File: src/rtl/minterm_scanner.sv
`default_nettype none
// ============================================================================
//  Module   : minterm_scanner
//  Brief    : Takes an N_VARS-input truth table and streams the indices of its
//             minterms (mode=0) or maxterms (mode=1) over a valid/ready
//             handshake. It also reports the term count and pulses done when
//             the scan is finished.
//  Revision : 1.0 - initial release
// ============================================================================
module minterm_scanner #(
   parameter int N_VARS = 3,
   parameter int TT_W   = 2 ** N_VARS
) (
   input  logic              clk,
   input  logic              reset,
   input  logic              start,
   input  logic [TT_W-1:0]   tt_in,
   input  logic              mode,
   output logic              busy,
   output logic              idx_valid,
   input  logic              idx_ready,
   output logic [N_VARS-1:0] idx,
   output logic              idx_last,
   output logic [N_VARS:0]   count,
   output logic              done
);

   typedef enum logic [1:0] {
      S_IDLE = 2'd0,
      S_SCAN = 2'd1,
      S_DONE = 2'd2
   } state_t;

   localparam logic [N_VARS-1:0] c_last_ptr = N_VARS'(TT_W - 1);
   localparam logic [N_VARS-1:0] c_ptr_one  = N_VARS'(1);
   localparam logic [N_VARS:0]   c_cnt_one  = (N_VARS + 1)'(1);
   localparam logic [TT_W-1:0]   c_bit0     = TT_W'(1);

   state_t              r_state;
   logic [N_VARS-1:0]   r_ptr;
   logic [TT_W-1:0]     r_mask;
   logic [N_VARS:0]     r_count;

   logic                w_scan;
   logic                w_hit;
   logic [TT_W-1:0]     w_upper;
   logic                w_advance;

   // Term presence and "no higher term" detection from registered state only,
   // so idx_valid/idx/idx_last never depend on idx_ready.
   assign w_scan    = (r_state == S_SCAN);
   assign w_hit     = w_scan & r_mask[r_ptr];
   assign w_upper   = r_mask >> r_ptr;
   assign w_advance = w_scan & (~r_mask[r_ptr] | idx_ready);

   assign busy      = (r_state != S_IDLE);
   assign idx_valid = w_hit;
   assign idx       = w_scan ? r_ptr : '0;
   assign idx_last  = w_hit & (w_upper == c_bit0);
   assign count     = r_count;
   assign done      = (r_state == S_DONE);

   // Scan controller: latch the term mask on start, then walk the mask one bit
   // per cycle, holding the pointer on a set bit until it is accepted.
   always_ff @(posedge clk) begin
      if (reset) begin
         r_state <= S_IDLE;
         r_ptr   <= '0;
         r_mask  <= '0;
         r_count <= '0;
      end else begin
         case (r_state)
            S_IDLE: begin
               if (start) begin
                  r_mask  <= mode ? ~tt_in : tt_in;
                  r_ptr   <= '0;
                  r_count <= '0;
                  r_state <= S_SCAN;
               end
            end
            S_SCAN: begin
               if (w_advance) begin
                  if (w_hit) begin
                     r_count <= r_count + c_cnt_one;
                  end
                  // The pointer stops at the last position instead of
                  // wrapping; idx is gated to zero outside SCAN anyway.
                  if (r_ptr == c_last_ptr) begin
                     r_state <= S_DONE;
                  end else begin
                     r_ptr <= r_ptr + c_ptr_one;
                  end
               end
            end
            S_DONE: begin
               r_state <= S_IDLE;
            end
            default: begin
               r_state <= S_IDLE;
            end
         endcase
      end
   end

endmodule
`default_nettype wire

File: config.mk
export PLATFORM = sky130hd
export DESIGN_NAME = minterm_scanner
export DESIGN_NICKNAME = d
export VERILOG_FILES = /design/src/rtl/minterm_scanner.sv
export SDC_FILE = /design/constraint.sdc
export NUM_CORES = 1
export LEC_CHECK = 0
export ABC_AREA = 1
export CORE_UTILIZATION = 54
export DETAILED_ROUTE_END_ITERATION = 7
export PLACE_DENSITY = 0.95
export SYNTH_ARGS = -nofsm -noshare
export SYNTH_HDL_FRONTEND = slang
export SYNTH_SLANG_ARGS = --single-unit
File: constraint.sdc
create_clock -name clk -period 2.7 [get_ports clk]
set_input_delay 0.54 -clock clk [delete_from_list [all_inputs] [get_ports clk]]
set_output_delay 0.54 -clock clk [all_outputs]
set_load 0.1 [all_outputs]
==> run metrics <==
die area=2323 um2; setup tns final=0 ns; clock-pin slew on the worst setup and hold paths=0.11 ns; number of hold buffers added after CTS=0; Routed Antenna Nets=0; top post-synthesis cells by area=dfxtp_1 (30%), inv_1 (7.8%), nand2_1 (7.8%); vias in the first global route=887; startpoint types=flip-flop; clock latency on the worst-skew pair=0.30 ns; Clock Sinks=17; total CTS buffers=3; Synth area leader=dfxtp_1; Comb pwr share=43.3%; unrepaired setup endpoints after global routing=no; share of post-route cells with drive strength above 1=22.83%; Leak Pwr=0.6945 nW; Max-slew headroom=71.77%; Clock power frac=18.5%; Tcrit/Tclk final=90.19%; Synth top area share=29.53%; Max Clock Skew=0.002512 ns; Worst EP arrival=1.90 ns; GRT Total Usage=22.65%; initial DRC count=23; Detailed Routing Iterations Pass 1=4; Max-Cap Viols=0; I/O Buffers=23; post-synthesis cell type count=25; Psw=0.3489 mW; syn nets=177; sequential element share of the synthesized area=29.53%; Setup crit end kind=output port; Int Power=0.4382 mW; Area Overhead vs Synth=24.97%; drt wl/cell=11.31 um; clk buf depth=2; drt drc=0; Final setup viols=0; Final nets=201; Tightest Hold Check Type=flip-flop to flip-flop; DPL Wire Length=1.929 mm; Vias=1082; Max FO, Critical Path=11; IO Pins=24; CORE AREA=1982 um2; Worst-Margin Slew=0.4229 ns; gpl congestion=0.8613; post-cts resize count=0; overall power=0.7871 mW; final worst path period need=2.435 ns; H-tree depth=1; Synth Register Bits=17; placement row count=16; hold violation count in the final report=0; critical path required time=2.16 ns; power density over cell area=546.5 nW/um2; clock root buffer=clkbuf_4; Post-Syn Area=1152 um2; initial antenna violation count=0; Post-CTS Setup Inserts=0; Ant. Diodes=0; Pins Over Slew Limit=0; largest net degree at the start of global routing=17; Syn Inst Count=161; grt total ovfl=0; Syn. warnings=0; status=completed; Post-Route WL=2.387 mm; die width=48.20 um; WS Path Type=flip-flop to output port; fmax=410.6 MHz; syn avg cell area=7.157 um2; Starting Density=58.14%; part of the power in registers=38.2%; most frequent cells in the layout=inv_1 (24), nand2_1 (24), dfxtp_1 (17); first-pass GRT wire length=3.670 mm; Vias per Instance=5.128; Die Y=48.20 um; CTS tree=built; Peak VDD IR=0.0003636 V; sw frac=44.33%
-- cell usage after synthesis, drive strengths merged --
cell    instances
o31ai           1
nand4           7
dfxtp          17
ha              3
o221ai          1
a21o            2
buf             4
nor2           17
a21oi          11
o21ai          14
o211ai          1
nand2          36
inv            30
nand3           9
xor2            8
-- path summary, 6_finish.rpt --
| path | slack [ns] | from | to | cells past startpoint |
|---|---|---|---|---|
| worst min-delay path | 0.49 | r_mask[5] | r_mask[5] | 2 |
| worst max-delay path | 0.26 | r_ptr[0] | idx_last | 9 |
| worst max register to register | 1.00 | r_ptr[0] | r_ptr[0] | 7 |
| worst min register to register | 0.49 | r_mask[5] | r_mask[5] | 2 |
-- routing by layer --
layer | global-route usage, % | share of wire [%] | vias up
li1 | - | - | 565
met5 | 0 | 0 | -
met2 | 39.20 | 51 | 21
met4 | 5.000 | 1.5 | 0
met1 | 29.60 | 45 | 492
met3 | 3.333 | 2.5 | 4
-- cells by family (layout without fill, tap and decap cells) --
logic type / after synthesis / count (layout) / synth area share [%]
fa+ha+maj: 3 / 3 / 3.258
xor+xnor: 8 / 8 / 6.081
compound gates: 30 / 30 / 14.22
flops: 17 / 17 / 29.53
buf+inv: 34 / 57 / 12.49
simple gates: 69 / 69 / 34.42
-- worst max-delay path, stage by stage, from the launching register on --
cell and delay [ns]:
dfxtp_1 0.59, inv_6 0.08, nand2_2 0.07, nand3_2 0.07
nand2_2 0.10, nand2_4 0.07, nand2_8 0.10, o211ai_1 0.15
a21oi_4 0.17, buf_12 0.19
-- area by class of cell --
| class | count | area (um2) |
|---|---|---|
| Clock buffer | 3 | 22.52 |
| Multi-Input combinational cell | 110 | 693.2 |
| Fill cell | 150 | 541.8 |
| Sequential cell | 17 | 340.3 |
| Clock inverter | 1 | 5.005 |
| Inverter | 30 | 117.6 |
| Timing Repair Buffer | 23 | 227.7 |
| Tap cell | 27 | 33.78 |
-- state kept, by name, summed over array words and instances (netlist names) --
signal   cells
r_ptr        3
r_mask       8
count        4
r_state      2
-- power groups by stage --
stage	Sequential [mW]	Clock (mW)	Combinational, mW
2_1_floorplan	0.355	0	0.217
3_3_place_gp	0.304	0	0.331
3_5_place_dp	0.306	0	0.339
4_1_cts	0.300	0.147	0.341
5_1_grt	0.305	0.164	0.369
6_report	0.301	0.146	0.341
-- through the flow --
| stage | hold WS, ns | std cells | worst slack [ns] | cell area (um2) | utilization, % |
|---|---|---|---|---|---|
| floorplan | 0.4434 | 161 | 0.04008 | 1177 | - |
| global placement | 0.4721 | 207 | 0.6555 | 1413 | 71.28 |
| detailed placement | 0.4695 | 207 | 0.6147 | 1413 | 71.28 |
| CTS | 0.4852 | 211 | 0.2624 | 1440 | 72.66 |
| global route | 0.5080 | 211 | 0.1574 | 1440 | 72.66 |
| finish | 0.4865 | 211 | 0.2648 | 1440 | 72.66 |
(Power assumes the default switching activity.)
